===== src/rtl/leitor_7seg_pkg.sv =====
// Shared constants and types for the 7-segment reader: segment patterns,
// special BCD codes and the frame FSM state encoding.
package leitor_7seg_pkg;

    // seg[6:0] = {a,b,c,d,e,f,g}, active-high
    localparam logic [6:0] SEG_0     = 7'h7E;
    localparam logic [6:0] SEG_1     = 7'h30;
    localparam logic [6:0] SEG_2     = 7'h6D;
    localparam logic [6:0] SEG_3     = 7'h79;
    localparam logic [6:0] SEG_4     = 7'h33;
    localparam logic [6:0] SEG_5     = 7'h5B;
    localparam logic [6:0] SEG_6     = 7'h1F;
    localparam logic [6:0] SEG_7     = 7'h70;
    localparam logic [6:0] SEG_8     = 7'h7F;
    localparam logic [6:0] SEG_9     = 7'h7B;
    localparam logic [6:0] SEG_BLANK = 7'h00;

    localparam logic [3:0] BCD_INVALID = 4'hE;
    localparam logic [3:0] BCD_BLANK   = 4'hF;

    typedef enum logic {
        COLETA = 1'b0,
        PRONTO = 1'b1
    } estado_t;

endpackage


===== src/rtl/seg7_para_bcd.sv =====
// Combinational lookup from a 7-segment pattern to a BCD digit plus an
// error flag for patterns that are neither a digit nor blank.
module seg7_para_bcd
    import leitor_7seg_pkg::*;
(
    input  logic [6:0] padrao,
    output logic [3:0] bcd,
    output logic       err
);

    always_comb begin
        bcd = BCD_INVALID;
        err = 1'b1;
        case (padrao)
            SEG_0:     begin bcd = 4'd0;      err = 1'b0; end
            SEG_1:     begin bcd = 4'd1;      err = 1'b0; end
            SEG_2:     begin bcd = 4'd2;      err = 1'b0; end
            SEG_3:     begin bcd = 4'd3;      err = 1'b0; end
            SEG_4:     begin bcd = 4'd4;      err = 1'b0; end
            SEG_5:     begin bcd = 4'd5;      err = 1'b0; end
            SEG_6:     begin bcd = 4'd6;      err = 1'b0; end
            SEG_7:     begin bcd = 4'd7;      err = 1'b0; end
            SEG_8:     begin bcd = 4'd8;      err = 1'b0; end
            SEG_9:     begin bcd = 4'd9;      err = 1'b0; end
            SEG_BLANK: begin bcd = BCD_BLANK; err = 1'b0; end
            default:   ;
        endcase
    end

endmodule


===== src/rtl/leitor_7seg.sv =====
// Samples a multiplexed 7-segment bus, debounces each digit and emits whole
// frames on a valid/ready port. Define LEITOR_7SEG_DP_EN to capture the DP.
module leitor_7seg
    import leitor_7seg_pkg::*;
#(
    parameter int N_DIGITS   = 4,
    parameter int STABLE_CNT = 3
) (
    input  logic                  clk,
    input  logic                  reset,
    input  logic [7:0]            seg,
    input  logic [N_DIGITS-1:0]   dig_sel,
    output logic                  out_valid,
    input  logic                  out_ready,
    output logic [4*N_DIGITS-1:0] out_bcd,
    output logic [N_DIGITS-1:0]   out_err,
    output logic [N_DIGITS-1:0]   out_dp,
    output estado_t               estado
);

    // Handshake: a frame moves to the consumer on any rising edge where
    // out_valid && out_ready; out_bcd/out_err/out_dp hold while out_valid && !out_ready.

    localparam int CW = $clog2(STABLE_CNT + 1);
    localparam logic [CW-1:0]       CNT_MAX = CW'(STABLE_CNT);
    localparam logic [N_DIGITS-1:0] SEL_UM  = N_DIGITS'(1);
`ifdef LEITOR_7SEG_DP_EN
    localparam logic DP_ON = 1'b1;
`else
    localparam logic DP_ON = 1'b0;
`endif
    // With DP disabled bit 7 is masked out of the compare and the capture
    localparam logic [7:0] CMP_MASK = {DP_ON, 7'h7F};

    logic [7:0]            seg_r, seg_p;
    logic [N_DIGITS-1:0]   sel_r, sel_p;
    logic [CW-1:0]         cnt, cnt_next;
    logic [N_DIGITS-1:0]   mask;
    logic [4*N_DIGITS-1:0] work_bcd;
    logic [N_DIGITS-1:0]   work_err, work_dp;
    estado_t               state, state_next;

    logic                  one_hot, differ, captura, transfer;
    logic [3:0]            dec_bcd;
    logic                  dec_err;

    seg7_para_bcd u_dec (
        .padrao (seg_r[6:0]),
        .bcd    (dec_bcd),
        .err    (dec_err)
    );

    assign estado = state;

    always_comb begin
        one_hot  = (sel_r != '0) && ((sel_r & (sel_r - SEL_UM)) == '0);
        differ   = (sel_r != sel_p) || (((seg_r ^ seg_p) & CMP_MASK) != 8'h00);
        cnt_next = cnt;
        if (!one_hot)
            cnt_next = '0;
        else if (differ)
            cnt_next = CW'(1);
        else if (cnt != CNT_MAX)
            cnt_next = cnt + CW'(1);
        captura  = one_hot && (cnt_next == CNT_MAX) && (state == COLETA)
                   && ((sel_r & mask) == '0);
        transfer = (state == PRONTO) && (!out_valid || out_ready);
    end

    always_comb begin
        state_next = state;
        case (state)
            COLETA:  if (&mask) state_next = PRONTO;
            PRONTO:  if (transfer) state_next = COLETA;
            default: state_next = COLETA;
        endcase
    end

    always_ff @(posedge clk) begin
        if (reset) begin
            seg_r     <= '0;
            seg_p     <= '0;
            sel_r     <= '0;
            sel_p     <= '0;
            cnt       <= '0;
            mask      <= '0;
            work_bcd  <= '0;
            work_err  <= '0;
            work_dp   <= '0;
            state     <= COLETA;
            out_valid <= 1'b0;
            out_bcd   <= '0;
            out_err   <= '0;
            out_dp    <= '0;
        end else begin
            seg_r <= seg;
            seg_p <= seg_r;
            sel_r <= dig_sel;
            sel_p <= sel_r;
            cnt   <= cnt_next;
            state <= state_next;

            if (transfer) begin
                out_bcd   <= work_bcd;
                out_err   <= work_err;
                out_dp    <= work_dp;
                out_valid <= 1'b1;
                mask      <= '0;
            end else if (out_valid && out_ready) begin
                out_valid <= 1'b0;
            end

            // captura is only possible in COLETA, transfer only in PRONTO
            if (captura) begin
                mask <= mask | sel_r;
                for (int k = 0; k < N_DIGITS; k++) begin
                    if (sel_r[k]) begin
                        work_bcd[4*k +: 4] <= dec_bcd;
                        work_err[k]        <= dec_err;
                        work_dp[k]         <= seg_r[7] & DP_ON;
                    end
                end
            end
        end
    end

endmodule


===== config.mk =====
export PLATFORM = sky130hd
export DESIGN_NAME = leitor_7seg
export DESIGN_NICKNAME = d
export VERILOG_FILES = /design/src/rtl/leitor_7seg_pkg.sv /design/src/rtl/seg7_para_bcd.sv /design/src/rtl/leitor_7seg.sv
export SDC_FILE = /design/constraint.sdc
export NUM_CORES = 1
export LEC_CHECK = 0
export ABC_AREA = 0
export ABC_CLOCK_PERIOD_IN_PS = 2230
export BUFFER_PORTS_ARGS = -buffer_cell sky130_fd_sc_hd__buf_2
export CORE_MARGIN = 3
export CORE_UTILIZATION = 56
export CTS_CLUSTER_SIZE = 20
export DETAILED_ROUTE_END_ITERATION = 10
export GPL_TIMING_DRIVEN = 0
export PLACE_DENSITY = 0.79
export SKIP_CTS_REPAIR_TIMING = 1
export SKIP_LAST_GASP = 1
export SLEW_MARGIN = 30
export SYNTH_ARGS = -nofsm -noshare
export SYNTH_HDL_FRONTEND = slang
export SYNTH_HIERARCHICAL = 1
export SYNTH_SLANG_ARGS = --single-unit

===== constraint.sdc =====
create_clock -name clk -period 2.23 [get_ports clk]
set_input_delay 0.1115 -clock clk [delete_from_list [all_inputs] [get_ports clk]]
set_output_delay 0.1115 -clock clk [all_outputs]
set_load 0.05 [all_outputs]

# == Word-level counts from Yosys, hierarchy flattened ==
# Index checks and enable logic that the tools add are counted.
# totals
reg_bits,70
latch_bits,0
mem_bits_rw,0
romBits,0
wordCells,72
memories,0
# op_classes
addsub,2
n_mul,0
n_div,0
order_cmp,0
eq_ne,13
shifts,0
n_mux,12
bitwise,5
reduce_logical,22
# op_table
cell,n
"== test 7 bit, second input constant",7
case mux 4 bit (11 select lines),1
"== test 7 x 6 -> 1 bit, second input constant",2
OR reduction 11 bit,1
bitwise AND 4 bit,2
zero test 4 bit,2
two-way mux 4 bit,2
AND reduction 2 bit,4
nonzero test 8 bit,1
"== test 7 x 5 -> 1 bit, second input constant",1
zero test 7 bit,1
XOR 7 bit,1
logical AND 1 bit,6
two-way mux 2 bit,3
two-way mux 1 bit,5
!= test 4 bit,1
OR 4 bit,1
AND reduction 4 bit,1
nonzero test 2 bit,2
nonzero test 4 bit,1
"subtractor 4 x 1 -> 4 bit, second input constant",1
"adder 2 x 1 -> 2 bit, second input constant",1
"== test 2 bit, second input constant",1
logical OR 1 bit,2
other kinds (4),4

# == Depth between registers and ports, before layout ==
# depth
ltp_word,10
mapped_depth,7
ltp_nobuf,6

# == By module ==
# The synthesis kept the hierarchy.
# by_module_without_submodules
mod,n_inst,cells_per_inst,area_per_inst_um2
leitor_7seg,1,267,2642.5
seg7_para_bcd,1,34,242.7

# == Worst setup path before layout ==
# OpenSTA, ideal clock, no wires.
# synth_path
path_kind,register to register
start,reg sel_r[1]
end,reg work_bcd[0]
setup_time_ps,72
t_arrival_ps,1675
required_ps,2158
slack_ps,483
stages_incl_launch_ff,7
n_path_buf,1
cell_sequence,dfxtp_1 > buf_6 > xor2_1 > nor4_2 > nand3_4 > nor3_4 > mux2i_1
# synth_via
elab_chain_cells,10
elab_cells_between_ends,16
cone_classes,add/sub (1); eq/ne (2); mux (2); bitwise (2); reduce/logical (9)
# synth_lines
item,line,text
start: declaration,leitor_7seg.sv:36,"logic [N_DIGITS-1:0] sel_r, sel_p;"
start signal: assignment,leitor_7seg.sv:98,sel_r <= dig_sel;
subtractor 4 x 1 -> 4 bit,leitor_7seg.sv:56,one_hot = (sel_r != '0) && ((sel_r & (sel_r - SEL_UM)) == '0);
bitwise AND 4 bit,leitor_7seg.sv:56,
zero test 4 bit,leitor_7seg.sv:56,
logical AND 1 bit,leitor_7seg.sv:56,
two-way mux 2 bit,leitor_7seg.sv:59,if (!one_hot)
== test 2 bit,leitor_7seg.sv:65,captura = one_hot && (cnt_next == CNT_MAX) && (state == COLETA)
logical AND 1 bit (2 in series),leitor_7seg.sv:65,
logical AND 1 bit (*),leitor_7seg.sv:66,&& ((sel_r & mask) == '0);
AND reduction 2 bit (no source line) (*),n/a,
end signal: assignment,leitor_7seg.sv:87,work_bcd <= '0;
end signal: indexed assignment,leitor_7seg.sv:118,work_bcd[4*k +: 4] <= dec_bcd;
end: declaration,leitor_7seg.sv:39,logic [4*N_DIGITS-1:0] work_bcd;
# Every way passes the cells marked *; elsewhere a longest branch is shown, timed or not.
# A chain may end at the register's enable or synchronous reset.

# == Worst setup path after layout ==
# layout_path
start,reg seg_r[5]
end,reg work_bcd[9]
# layout_via
elab_chain_cells,10
elab_cells_between_ends,22
cone_classes,eq/ne (11); mux (3); bitwise (1); reduce/logical (7)
# layout_lines
item,line,text
start: declaration,leitor_7seg.sv:35,"logic [7:0] seg_r, seg_p;"
start signal: assignment,leitor_7seg.sv:96,seg_r <= seg;
XOR 7 bit,leitor_7seg.sv:57,differ = (sel_r != sel_p) || (((seg_r ^ seg_p) & CMP_MASK) != 8'h00);
nonzero test 8 bit,leitor_7seg.sv:57,
logical OR 1 bit,leitor_7seg.sv:57,
two-way mux 2 bit,leitor_7seg.sv:61,else if (differ)
two-way mux 2 bit,leitor_7seg.sv:59,
== test 2 bit,leitor_7seg.sv:65,
logical AND 1 bit (2 in series),leitor_7seg.sv:65,
logical AND 1 bit,leitor_7seg.sv:66,
AND reduction 2 bit (no source line),n/a,
# Parallel ways exist; a longest one is shown, timed or not.

==> results.rst <==
.. list-table::
   :header-rows: 1

   * - Metric
     - Value
   * - Status
     - finished with violations
   * - Violated checks
     - hold timing
   * - Setup Skew
     - approximately 0.0094 ns
   * - Worst Reg2Reg Path Length in Cells
     - 5
   * - Number of fillers in the final layout
     - 375
   * - Per-cell via count in the routed design
     - 5.019
   * - Largest net degree at the start of global routing
     - 13
   * - Initial antenna violation count
     - 0
   * - Global route total overflow
     - 0
   * - Per-instance average area after synthesis
     - 9.586 um2
   * - Endpoints failing hold
     - 2
   * - Highest attainable clock frequency
     - just under 500 MHz
   * - Nets
     - around 370
   * - Period utilisation layout
     - 91.69%
   * - Capture endpoint of the worst hold path
     - sel_r[2]$_SDFF_PP0_
   * - Number of antenna repair diodes
     - 0
   * - Area overhead of the layout relative to synthesis
     - 19.56%
   * - Sequential cell area fraction in the yosys report
     - 48.57%
   * - Total buffers and inverters traversed by the critical path
     - 0
   * - CTS H-Tree Depth
     - 3
   * - Core Region
     - just under 5000 um2
   * - Die Wd
     - about 78 um
   * - Synthesized area
     - roughly 2900 um2
   * - Power per cell area
     - ~740 nW/um2
   * - Startpoint of the lowest-slack register-to-register path
     - seg_r[5]$_SDFF_PP0_
   * - Static leakage power
     - 1.368 nW
   * - Count of final setup violators
     - 0
   * - CP Max Fanout
     - 9
   * - Startpoint of the most critical hold path
     - dig_sel[2]
   * - Post-layout worst setup margin
     - between 0.15 and 0.2 ns
   * - Critical path data arrival time
     - between 2 and 2.5 ns
   * - DRT Wirelength
     - around 5600 um
   * - Number of standard-cell rows in the floorplan
     - 25
   * - Number of non-filler instances in the completed layout
     - about 430
   * - Number of storage elements in the synthesis netlist
     - 70
   * - Placement Setup Slack
     - between 0.15 and 0.2 ns
   * - Remaining number of nets flagged by the antenna check after routing
     - 0
   * - Crit path required time
     - between 2 and 2.5 ns
   * - Average detailed-routed wire length per instance
     - around 13 um
   * - CTS Buf Count
     - 9
   * - Slowest cell on the critical path
     - dfxtp_1
   * - Dpl hpwl
     - around 3800 um
   * - Post-synthesis async set-or-reset flop share
     - 0%
   * - Pins over their slew limit
     - 0
   * - Total power of the final layout
     - 2.547 mW
   * - Category of cells accounting for the largest share of critical-path delay
     - simple AND/OR/NAND/NOR gates
   * - Time the final worst path needs with I/O delays and setup
     - 2.045 ns
   * - Vias in the first global route
     - 2,060
   * - Routability cong.
     - around 0.73
   * - Number of sinks handled by clock tree synthesis
     - 70
   * - Port Buffers
     - 34
   * - Setup repair after global routing missed its margin
     - no
   * - Clk buf depth
     - 2
   * - Starting density of the core
     - 59.51%
   * - Global-route usage over all layers
     - between 10% and 20%
   * - Pre-antenna DRT Iters
     - 4
   * - Maximum ir drop on the vdd rail
     - ~500 uV
   * - Clock latency at the later pin of the worst-skew pair
     - approximately 0.34 ns
   * - Count of flip-flops with a built-in enable after synthesis
     - 0
   * - Die Area
     - between 6000 and 7000 um2
   * - First-pass GRT wire length
     - around 9400 um
   * - Actual transition at the worst max-transition pin
     - 0.5111 ns
   * - Placed Cells
     - a little over 400
   * - Startpoint type of the worst setup path
     - flip-flop
   * - DRC violations left
     - 0
   * - Number of different library cells in the post-synthesis netlist
     - 45
   * - TritonCTS clock tree
     - built
   * - Clock Tree Root
     - clkbuf_8
   * - Remaining max-slew budget at the tightest pin
     - between 60% and 70%
   * - Worst hold path type
     - input port to flip-flop
   * - Yosys warnings
     - 6
   * - Number of standard cells after synthesis
     - 301
   * - Worst-path cell chain
     - xor2_1 > nor4_2 > nand3_4 > nor3_4 > mux2i_1
   * - Violation count after the first detailed-route iteration
     - 80
   * - Die height
     - just under 80 um
   * - Final-layout setup total negative slack
     - 0 ns
   * - Fraction of final layout cells sized beyond drive strength 1
     - between 10% and 20%
   * - Slack of the worst reg-to-reg path
     - 0.19 ns
   * - Post-synth top flop
     - dfxtp_1
   * - Delay of the slowest critical-path stage
     - around 0.50 ns
   * - Sort of element at the end of the critical path
     - flip-flop
   * - Cell depth of the worst min-delay path
     - 2
   * - Number of I/O pins
     - 41
   * - Crit Reg-Reg Endpoint
     - work_bcd[9]$_SDFFE_PP0P_
   * - Total via count in the routed design
     - 2,153
   * - Post-Route Hold Slack
     - -0.02336 ns
   * - Start point of the critical path
     - seg_r[5]$_SDFF_PP0_
   * - Worst setup path category
     - flip-flop to flip-flop
   * - Clk pin slew, worst setup/hold paths
     - approximately 0.070 ns
   * - Count of max-cap constraint violations
     - 0
## layout by cell type (no fill, tap or decap), types with 3 or more instances in the layout
cell and count:
clkbuf_8 12, dlygate4sd3_1 8, buf_4 4, nor2b_1 23
o21a_1 4, a21oi_1 21, nand2b_1 26, buf_2 35
nor3_1 4, clkbuf_1 12, mux2i_1 20, buf_6 3
nand2_1 50, conb_1 4, nor3_4 4, dfxtp_1 70
inv_1 4, nor2_1 7, xor2_1 12
## cells by family after synthesis
family                 count (synthesis)  synth area share (%)
AND/OR/NAND/NOR                      134                 27.19
flip-flops                            70                 48.57
AO/OA/AOI/OAI                         38                 8.457
buffers and inverters                 24                 4.466
multiplexers                          20                 6.938
XOR/XNOR                              14                 4.250
other                                  1                0.1300
## Yosys cell counts (all sizes together), types with 2 or more instances
cell	number	area share, %
nor3	8	2.9
nor2b	24	5.3
a21oi	22	3.9
dfxtp	70	49
nor2	7	0.91
and2	3	0.65
nand2	50	6.5
o21a	4	1.0
nand3	2	0.78
clkbuf	12	1.6
a41oi	2	0.61
nand2b	27	5.9
xor2	12	3.6
nand4	2	0.43
nor3b	2	0.52
buf	8	2.4
inv	4	0.52
xnor2	2	0.61
mux2i	20	6.9
nand3b	3	1.2
nor4	3	1.1
## sequential cells by signal (all words and copies together), names as in the netlist
name,cells
out_bcd,16
work_bcd,16
seg_p,7
seg_r,7
mask,4
out_err,4
sel_p,4
sel_r,4
work_err,4
cnt,2
estado,1
out_valid,1
## stage by stage
stage	utilization, %	cell area (um2)
after floorplan	-	2897
after global placement	64.98	3151
after detailed placement	64.98	3151
after CTS	69.50	3369
after global routing	71.15	3450
final	71.15	3450
## metal layers
| layer | track usage, % | vias up | share of wire (%) | routed length [um] |
|---|---|---|---|---|
| met3 | 5.568 | 12 | 4.3 | 239 |
| met2 | 32.28 | 52 | 46 | 2561 |
| met1 | 24.85 | 984 | 48 | 2678 |
| met5 | 0 | - | 0 | 0 |
| met4 | 7.117 | 0 | 2.0 | 114 |
| li1 | - | 1105 | - | - |
## cell type report
type / instances / area (um2) / share of cell area, %
Clock inverter: 4 / 53.80 / 1.560
Inverter: 4 / 15.01 / 0.4353
Clock buffer: 12 / 165.2 / 4.788
Timing Repair Buffer: 42 / 250.2 / 7.254
Multi-Input combinational cell: 210 / 1366 / 39.61
Tap cell: 67 / 83.83 / 2.430
Buffer: 20 / 113.9 / 3.301
Sequential cell: 70 / 1401 / 40.62
## power breakdown
group	leakage (nW)	internal [mW]	switching [mW]
clock	0.105	0.610	0.466
combinational	0.695	0.0820	0.0981
sequential	0.569	1.27	0.0208
total	1.37	1.96	0.585
## worst max path at each step
stage	cells after the start	slack (ns)	to
floorplan	6	0.48	work_bcd[0]$_SDFFE_PP0P_
global placement	5	0.27	work_bcd[9]$_SDFFE_PP0P_
detailed placement	5	0.20	work_bcd[13]$_SDFFE_PP0P_
CTS	5	0.15	work_bcd[9]$_SDFFE_PP0P_
global route	5	0.03	work_bcd[9]$_SDFFE_PP0P_
finish	5	0.19	work_bcd[9]$_SDFFE_PP0P_
Note: power is estimated with default switching activity, not from simulation.
